File: src/rtl/eth_tx_sched.sv
// eth_tx_sched: two-source Ethernet frame scheduler.
//   Picks a byte FIFO whose fill level covers one full frame (round-robin when
//   both qualify), emits one Ethernet header, then passes exactly FRAME_LEN
//   payload bytes from that FIFO to an AXI-Stream output, tagging the final
//   byte with tlast.
// Ports:
//   clk, rst                 clock, synchronous active-high reset
//   sN_tdata/tvalid/tready   byte-FIFO read side, source N (N=0,1)
//   sN_level                 FIFO fill level, source N
//   m_eth_hdr_*              header handshake plus dest/src MAC and EtherType
//   m_eth_payload_axis_*     payload stream (tuser tied low)
//   grant                    one-hot active source
//   busy                     high while a frame is in progress
//   frame_cnt                completed frames, wrapping
module eth_tx_sched #(
  parameter int unsigned FRAME_LEN = 512,
  parameter logic [47:0] DEST_MAC  = 48'hFFFF_FFFF_FFFF,
  parameter logic [47:0] SRC_MAC   = 48'h0200_0000_0001,
  parameter logic [15:0] TYPE0     = 16'h88B5,
  parameter logic [15:0] TYPE1     = 16'h88B6
) (
  input  logic        clk,
  input  logic        rst,
  input  logic [7:0]  s0_tdata,
  input  logic        s0_tvalid,
  output logic        s0_tready,
  input  logic [15:0] s0_level,
  input  logic [7:0]  s1_tdata,
  input  logic        s1_tvalid,
  output logic        s1_tready,
  input  logic [15:0] s1_level,
  output logic        m_eth_hdr_valid,
  input  logic        m_eth_hdr_ready,
  output logic [47:0] m_eth_dest_mac,
  output logic [47:0] m_eth_src_mac,
  output logic [15:0] m_eth_type,
  output logic [7:0]  m_eth_payload_axis_tdata,
  output logic        m_eth_payload_axis_tvalid,
  input  logic        m_eth_payload_axis_tready,
  output logic        m_eth_payload_axis_tlast,
  output logic        m_eth_payload_axis_tuser,
  output logic [1:0]  grant,
  output logic        busy,
  output logic [15:0] frame_cnt
);
  localparam logic [15:0] FLEN     = 16'(FRAME_LEN);
  localparam logic [15:0] LAST_IDX = 16'(FRAME_LEN - 1);

  typedef enum logic [1:0] {IDLE, HDR, PAYLOAD} state_t;

  state_t      state_q, state_d;
  logic [1:0]  grant_q, grant_d;
  logic        prio_q, prio_d;       // 1: source 1 wins a tie
  logic        hdr_valid_q, hdr_valid_d;
  logic [47:0] dest_q, dest_d, src_q, src_d;
  logic [15:0] type_q, type_d;
  logic [15:0] cnt_q, cnt_d;
  logic [15:0] frame_cnt_q, frame_cnt_d;

  logic in_pay, beat, elig0, elig1, pick1;

  // Gating with rst keeps the FIFOs from being popped in a reset cycle.
  assign in_pay = (state_q == PAYLOAD) && !rst;

  always_comb begin
    m_eth_payload_axis_tdata  = 8'h00;
    m_eth_payload_axis_tvalid = 1'b0;
    s0_tready                 = 1'b0;
    s1_tready                 = 1'b0;
    if (in_pay) begin
      if (grant_q[1]) begin
        m_eth_payload_axis_tdata  = s1_tdata;
        m_eth_payload_axis_tvalid = s1_tvalid;
        s1_tready                 = m_eth_payload_axis_tready;
      end else begin
        m_eth_payload_axis_tdata  = s0_tdata;
        m_eth_payload_axis_tvalid = s0_tvalid;
        s0_tready                 = m_eth_payload_axis_tready;
      end
    end
  end

  assign m_eth_payload_axis_tlast = in_pay && (cnt_q == LAST_IDX);
  assign m_eth_payload_axis_tuser = 1'b0;
  assign beat  = m_eth_payload_axis_tvalid && m_eth_payload_axis_tready;

  assign elig0 = (s0_level >= FLEN);
  assign elig1 = (s1_level >= FLEN);
  assign pick1 = elig1 && (!elig0 || prio_q);

  always_comb begin
    state_d     = state_q;
    grant_d     = grant_q;
    prio_d      = prio_q;
    hdr_valid_d = hdr_valid_q;
    dest_d      = dest_q;
    src_d       = src_q;
    type_d      = type_q;
    cnt_d       = cnt_q;
    frame_cnt_d = frame_cnt_q;
    case (state_q)
      IDLE: begin
        if (elig0 || elig1) begin
          grant_d     = pick1 ? 2'b10 : 2'b01;
          type_d      = pick1 ? TYPE1 : TYPE0;
          dest_d      = DEST_MAC;
          src_d       = SRC_MAC;
          hdr_valid_d = 1'b1;
          prio_d      = !pick1;      // the other source wins the next tie
          state_d     = HDR;
        end
      end
      HDR: begin
        if (m_eth_hdr_ready) begin
          hdr_valid_d = 1'b0;
          cnt_d       = 16'd0;
          state_d     = PAYLOAD;
        end
      end
      PAYLOAD: begin
        if (beat) begin
          cnt_d = cnt_q + 16'd1;
          if (m_eth_payload_axis_tlast) begin
            state_d     = IDLE;
            grant_d     = 2'b00;
            frame_cnt_d = frame_cnt_q + 16'd1;
          end
        end
      end
      default: state_d = IDLE;
    endcase
  end

  always_ff @(posedge clk) begin
    if (rst) begin
      state_q     <= IDLE;
      grant_q     <= 2'b00;
      prio_q      <= 1'b0;
      hdr_valid_q <= 1'b0;
      dest_q      <= 48'd0;
      src_q       <= 48'd0;
      type_q      <= 16'd0;
      cnt_q       <= 16'd0;
      frame_cnt_q <= 16'd0;
    end else begin
      state_q     <= state_d;
      grant_q     <= grant_d;
      prio_q      <= prio_d;
      hdr_valid_q <= hdr_valid_d;
      dest_q      <= dest_d;
      src_q       <= src_d;
      type_q      <= type_d;
      cnt_q       <= cnt_d;
      frame_cnt_q <= frame_cnt_d;
    end
  end

  assign m_eth_hdr_valid = hdr_valid_q;
  assign m_eth_dest_mac  = dest_q;
  assign m_eth_src_mac   = src_q;
  assign m_eth_type      = type_q;
  assign grant           = grant_q;
  assign busy            = (state_q != IDLE);
  assign frame_cnt       = frame_cnt_q;
endmodule

File: config.mk
export PLATFORM = sky130hd
export DESIGN_NAME = eth_tx_sched
export DESIGN_NICKNAME = d
export VERILOG_FILES = /design/src/rtl/eth_tx_sched.sv
export SDC_FILE = /design/constraint.sdc
export NUM_CORES = 1
export LEC_CHECK = 0
export BUFFER_PORTS_ARGS = -buffer_cell sky130_fd_sc_hd__buf_2
export CAP_MARGIN = 5
export CELL_PAD_IN_SITES_DETAIL_PLACEMENT = 0
export CELL_PAD_IN_SITES_GLOBAL_PLACEMENT = 2
export CORE_MARGIN = 3
export CORE_UTILIZATION = 22
export CTS_BUF_LIST = sky130_fd_sc_hd__clkbuf_8
export CTS_CLUSTER_SIZE = 24
export DETAILED_ROUTE_END_ITERATION = 10
export GPL_ROUTABILITY_DRIVEN = 0
export GPL_TIMING_DRIVEN = 0
export PLACE_DENSITY = 0.87
export SLEW_MARGIN = 20
export SYNTH_ARGS = -nofsm -noshare
export SYNTH_HDL_FRONTEND = slang
export SYNTH_SLANG_ARGS = --single-unit
File: constraint.sdc
create_clock -name clk -period 2.8 [get_ports clk]
set_clock_uncertainty 0.05 [all_clocks]
set_input_delay 0.42 -clock clk [delete_from_list [all_inputs] [get_ports clk]]
set_output_delay 0.42 -clock clk [all_outputs]
set_load 0.05 [all_outputs]
Word level (Yosys, flattened, before mapping)
Cells that the tools add are included.
{"block": "totals", "ff_bits": 56}
{"block": "classes", "n_reduce_logical": 20, "mux": 23, "addsub": 2, "eq_ne": 7, "n_lt_le_gt_ge": 2}
{"operator": "16-bit by 1-bit adder with 16-bit output (second input constant)", "n": 2}
{"operator": "16-bit by 10-bit greater-or-equal comparator with 1-bit output (second input constant)", "n": 2}
{"operator": "16-bit 2-to-1 mux", "n": 2}
{"operator": "16-bit one-hot mux with 2 select lines", "n": 1}
{"operator": "16-bit by 9-bit equality test with 1-bit output (second input constant)", "n": 1}
{"operator": "8-bit 2-to-1 mux", "n": 2}
{"operator": "2-bit 2-to-1 mux", "n": 7}
{"operator": "3-bit AND reduction", "n": 3}
{"operator": "1-bit 2-to-1 mux", "n": 8}
{"operator": "2-bit inequality test (second input constant)", "n": 4}
{"operator": "4-bit AND reduction", "n": 2}
{"operator": "2-bit nonzero test", "n": 4}
{"operator": "2-bit one-hot mux with 3 select lines", "n": 1}
{"operator": "1-bit logical AND", "n": 4}
{"operator": "2-bit one-hot mux with 2 select lines", "n": 1}
{"operator": "1-bit logical NOT", "n": 3}
{"operator": "2-bit by 1-bit equality test with 1-bit output (second input constant)", "n": 1}
{"operator": "2-bit equality test (second input constant)", "n": 1}
{"operator": "2-bit logical NOT", "n": 1}
{"operator": "1-bit logical OR", "n": 2}
{"operator": "1-bit one-hot mux with 2 select lines", "n": 1}
{"operator": "2-bit AND reduction", "n": 1}

Logic depth before layout (Yosys ltp)
{"block": "logic_depth", "word_depth": 7, "mapped_depth": 8}

Worst setup path after synthesis
Ideal clock, no wire load.
{"block": "synth_timing", "kind": "register to output", "startpoint": "register cnt_q[9]", "endpoint": "output port m_eth_payload_axis_tlast", "path_stages_with_launch": 7, "slack_ns": -0.405, "required_ns": 2.330, "t_arrival_ns": 2.735, "n_path_buf": 3, "cell_sequence": "dfxtp_1 -> or4_1 -> or4_1 -> buf_2 -> buf_6 -> clkbuf_1 -> nor3_1"}
{"block": "synth_between", "elab_chain_cells": 2}
{"element": "from (decl)", "line_no": "57", "rtl": "logic [15:0] cnt_q, cnt_d;"}
{"element": "from (signal assigned)", "line_no": "153", "rtl": "cnt_q <= cnt_d;"}
{"element": "16-bit by 9-bit equality test with 1-bit output", "line_no": "83", "rtl": "assign m_eth_payload_axis_tlast = in_pay && (cnt_q == LAST_IDX);"}
{"element": "1-bit logical AND", "line_no": "83"}
{"element": "to (decl)", "line_no": "40", "rtl": "output logic m_eth_payload_axis_tlast,"}
Every way passes these cells.

Final worst setup path
Same ends and word-level chain as after synthesis.

==> results.py <==
metrics = {
    "global_route": {
        "grt_start_max_net_pins": 44,
        "antenna_found_initial": 0,
        "grt-ovfl-total": 0,
        "grt_pass1_wl_um": 13200,
        "track_usage_pct": 10.7,
        "grt_pass1_vias": 2651,
    },
    "synth": {
        "yosys_warnings": 0,
        "postSynthAreaPerCell_um2": 8.04,
        "dominantRegCellSynth": "dfxtp_1",
        "netlist_area_mm2": 0.00302,
        "syn_inst": 376,
        "synthArstFlopShare_pct": 0,
        "ys_seq_area_share_pct": 26.5,
        "ys_seq_elements": 40,
        "netlist-cell-type-count": 42,
        "synth_edf_count": 0,
    },
    "cells_and_area": {
        "final_common_cell": "buf_2",
        "final_cell_mix": "125 x buf_2, 111 x buf_4, 55 x conb_1",
        "num_antenna_cells": 0,
        "nets": 618,
        "layout-drive-gt1-share_pct": 47.2,
        "final_core_util_pct": 31.7,
        "area_growth_syn_to_layout_pct": 39.8,
    },
    "worst_setup_path": {
        "end_kind": "output port",
        "cp.required_ns": 2.33,
        "path_class": "register to output port",
        "start_kind": "register",
        "ff2ff_setup_slack_ns": 0.33,
        "cp.arrival_ns": 2.26,
        "path_max_fanout": 19,
    },
    "route": {
        "routed_wl_um": 8660,
        "first_iter_violations": 157,
        "detail-route-antenna-nets": 0,
        "wire_per_inst_um": 11.7,
        "drc": 0,
        "vias": 3108,
        "firstDrtPassIters": 4,
        "post_drt_via_cell_ratio": 4.21,
    },
    "pwr": {
        "p_clk_share_pct": 20.2,
        "pwr-share-seq_pct": 30.9,
        "netSwitchingFraction_pct": 46.9,
        "power_switching_mw": 0.912,
        "leakage_nw": 2.04,
        "comb_power_share_pct": 48.8,
        "p_per_area_mw_per_mm2": 460,
        "p_int_mw": 1.03,
        "peakVddDrop_mv": 0.160,
    },
    "floorplanning": {
        "start_util_pct": 22.7,
        "fp.dieW_um": 123,
        "die_h_um": 123,
        "std_cell_rows": 42,
        "core_area_mm2": 0.0133,
        "dieArea_mm2": 0.0152,
        "ios": 199,
    },
    "placement": {
        "hpwl_um": 6880,
        "portBuffers": 125,
    },
    "sta": {
        "tns_ns": 0,
        "fmax_mhz": 367,
        "tightest_slew_ns": 0.695,
        "hold_ws_ns": 0.373,
        "maxSlewHeadroom_pct": 53.0,
        "fin_crit_ns": 2.73,
        "setup_violations": 0,
        "slew_viol_final": 0,
        "hold_viol": 0,
        "rsz0062_at_grt": "true",
        "fin_crit_sh_pct": 97.4,
    },
    "clock_network": {
        "h-tree-depth": 2,
        "clk_pin_slew_worst_paths_ns": 0.09,
        "cts_buffers": 5,
        "root_buffer": "clkbuf_8",
        "insertion_delay_ns": 0.30,
        "cts.path.max_buffers": 2,
        "cts_tree": "done",
        "clkSinkCount": 40,
    },
    "run_status": {
        "outcome": "complete, no violations",
    },
    "run": {
        "max-cap-violations": 0,
    },
    "min_path": {
        "min_path_type": "input port to register",
    },
}
## power groups by stage
stage / Clock [mW] / Combinational (mW) / Sequential, mW
4_1_cts: 0.408 / 0.951 / 0.604
3_5_place_dp: 0 / 0.950 / 0.617
5_1_grt: 0.436 / 1.00 / 0.606
2_1_floorplan: 0 / 0.762 / 0.652
6_report: 0.393 / 0.949 / 0.602
3_3_place_gp: 0 / 0.941 / 0.628
## state kept, by name, indices dropped and copies added, names as in the netlist
name             flops
cnt_q               16
frame_cnt           16
grant                2
m_eth_hdr_valid      1
m_eth_type           3
state_q              2
## what timing repair did
action / CTS / global route
setup buffers: 0 / 0
endpoints found under the setup margin: 2 / 7
hold buffers: 0 / 0
endpoints found under the hold margin: 0 / 0
resized for setup: 6 / 13
pin swaps: 1 / 1
## layer usage
layer | GRT usage [%] | routed length, µm | up-vias
met5 | 0 | 0 | -
met4 | 2.01 | 37 | 0
met3 | 2.47 | 800 | 5
met2 | 18.6 | 4180 | 142
met1 | 13.6 | 3650 | 1386
li1 | - | - | 1575
## final timing paths
check,from,depth (start not counted),to
max,cnt_q[9],6,m_eth_payload_axis_tlast
min,m_eth_hdr_ready,3,state_q[0]
max reg2reg,grant[1],6,cnt_q[11]
min reg2reg,m_eth_type[1],2,m_eth_type[1]
## cells by family after synthesis
group           synth area share (%)
compound gates                  15.8
xor+xnor                       0.579
fa+ha+maj                      0.827
buf+inv                         30.9
flops                           26.5
mux                             3.72
other cells                    0.124
simple gates                    21.6
## stage by stage
stage          power (mW)  setup WS, ns  std cells  cell area [µm²]
4_1_cts              1.96        0.0253        739             4200
5_1_grt              2.04      -0.00853        739             4230
2_1_floorplan        1.41        0.0222        430             3230
6_report             1.94        0.0725        739             4230
3_3_place_gp         1.57        -0.204        731             4080
3_5_place_dp         1.57        -0.160        732             4100
## worst max-delay path, stage by stage, from the launching register on
cell	delay, ns
dfxtp_2	0.34
or4_1	0.49
or4_4	0.43
buf_6	0.16
buf_8	0.15
nor3_4	0.21
buf_6	0.19
## area by class of cell
type / count / area [µm²]
Multi-Input combinational cell: 257 / 1520
Timing Repair Buffer: 126 / 652
Fill cell: 1447 / 9120
Clock buffer: 5 / 68.8
Buffer: 126 / 918
Sequential cell: 40 / 810
Tap cell: 176 / 220
Clock inverter: 3 / 18.8
Inverter: 6 / 22.5
## synthesized netlist by cell type (9+ instances only)
cell	n	area (µm²)
a21oi_1	37	185
nor2_1	14	52.6
o31ai_1	22	165
or4_1	26	195
dfxtp_1	40	801
o21ai_0	11	55.1
nand2_1	15	56.3
nand4_1	11	68.8
mux2i_1	9	90.1
buf_4	111	833
clkbuf_1	10	37.5
nand3_1	12	60.1
(Power assumes the default switching activity.)
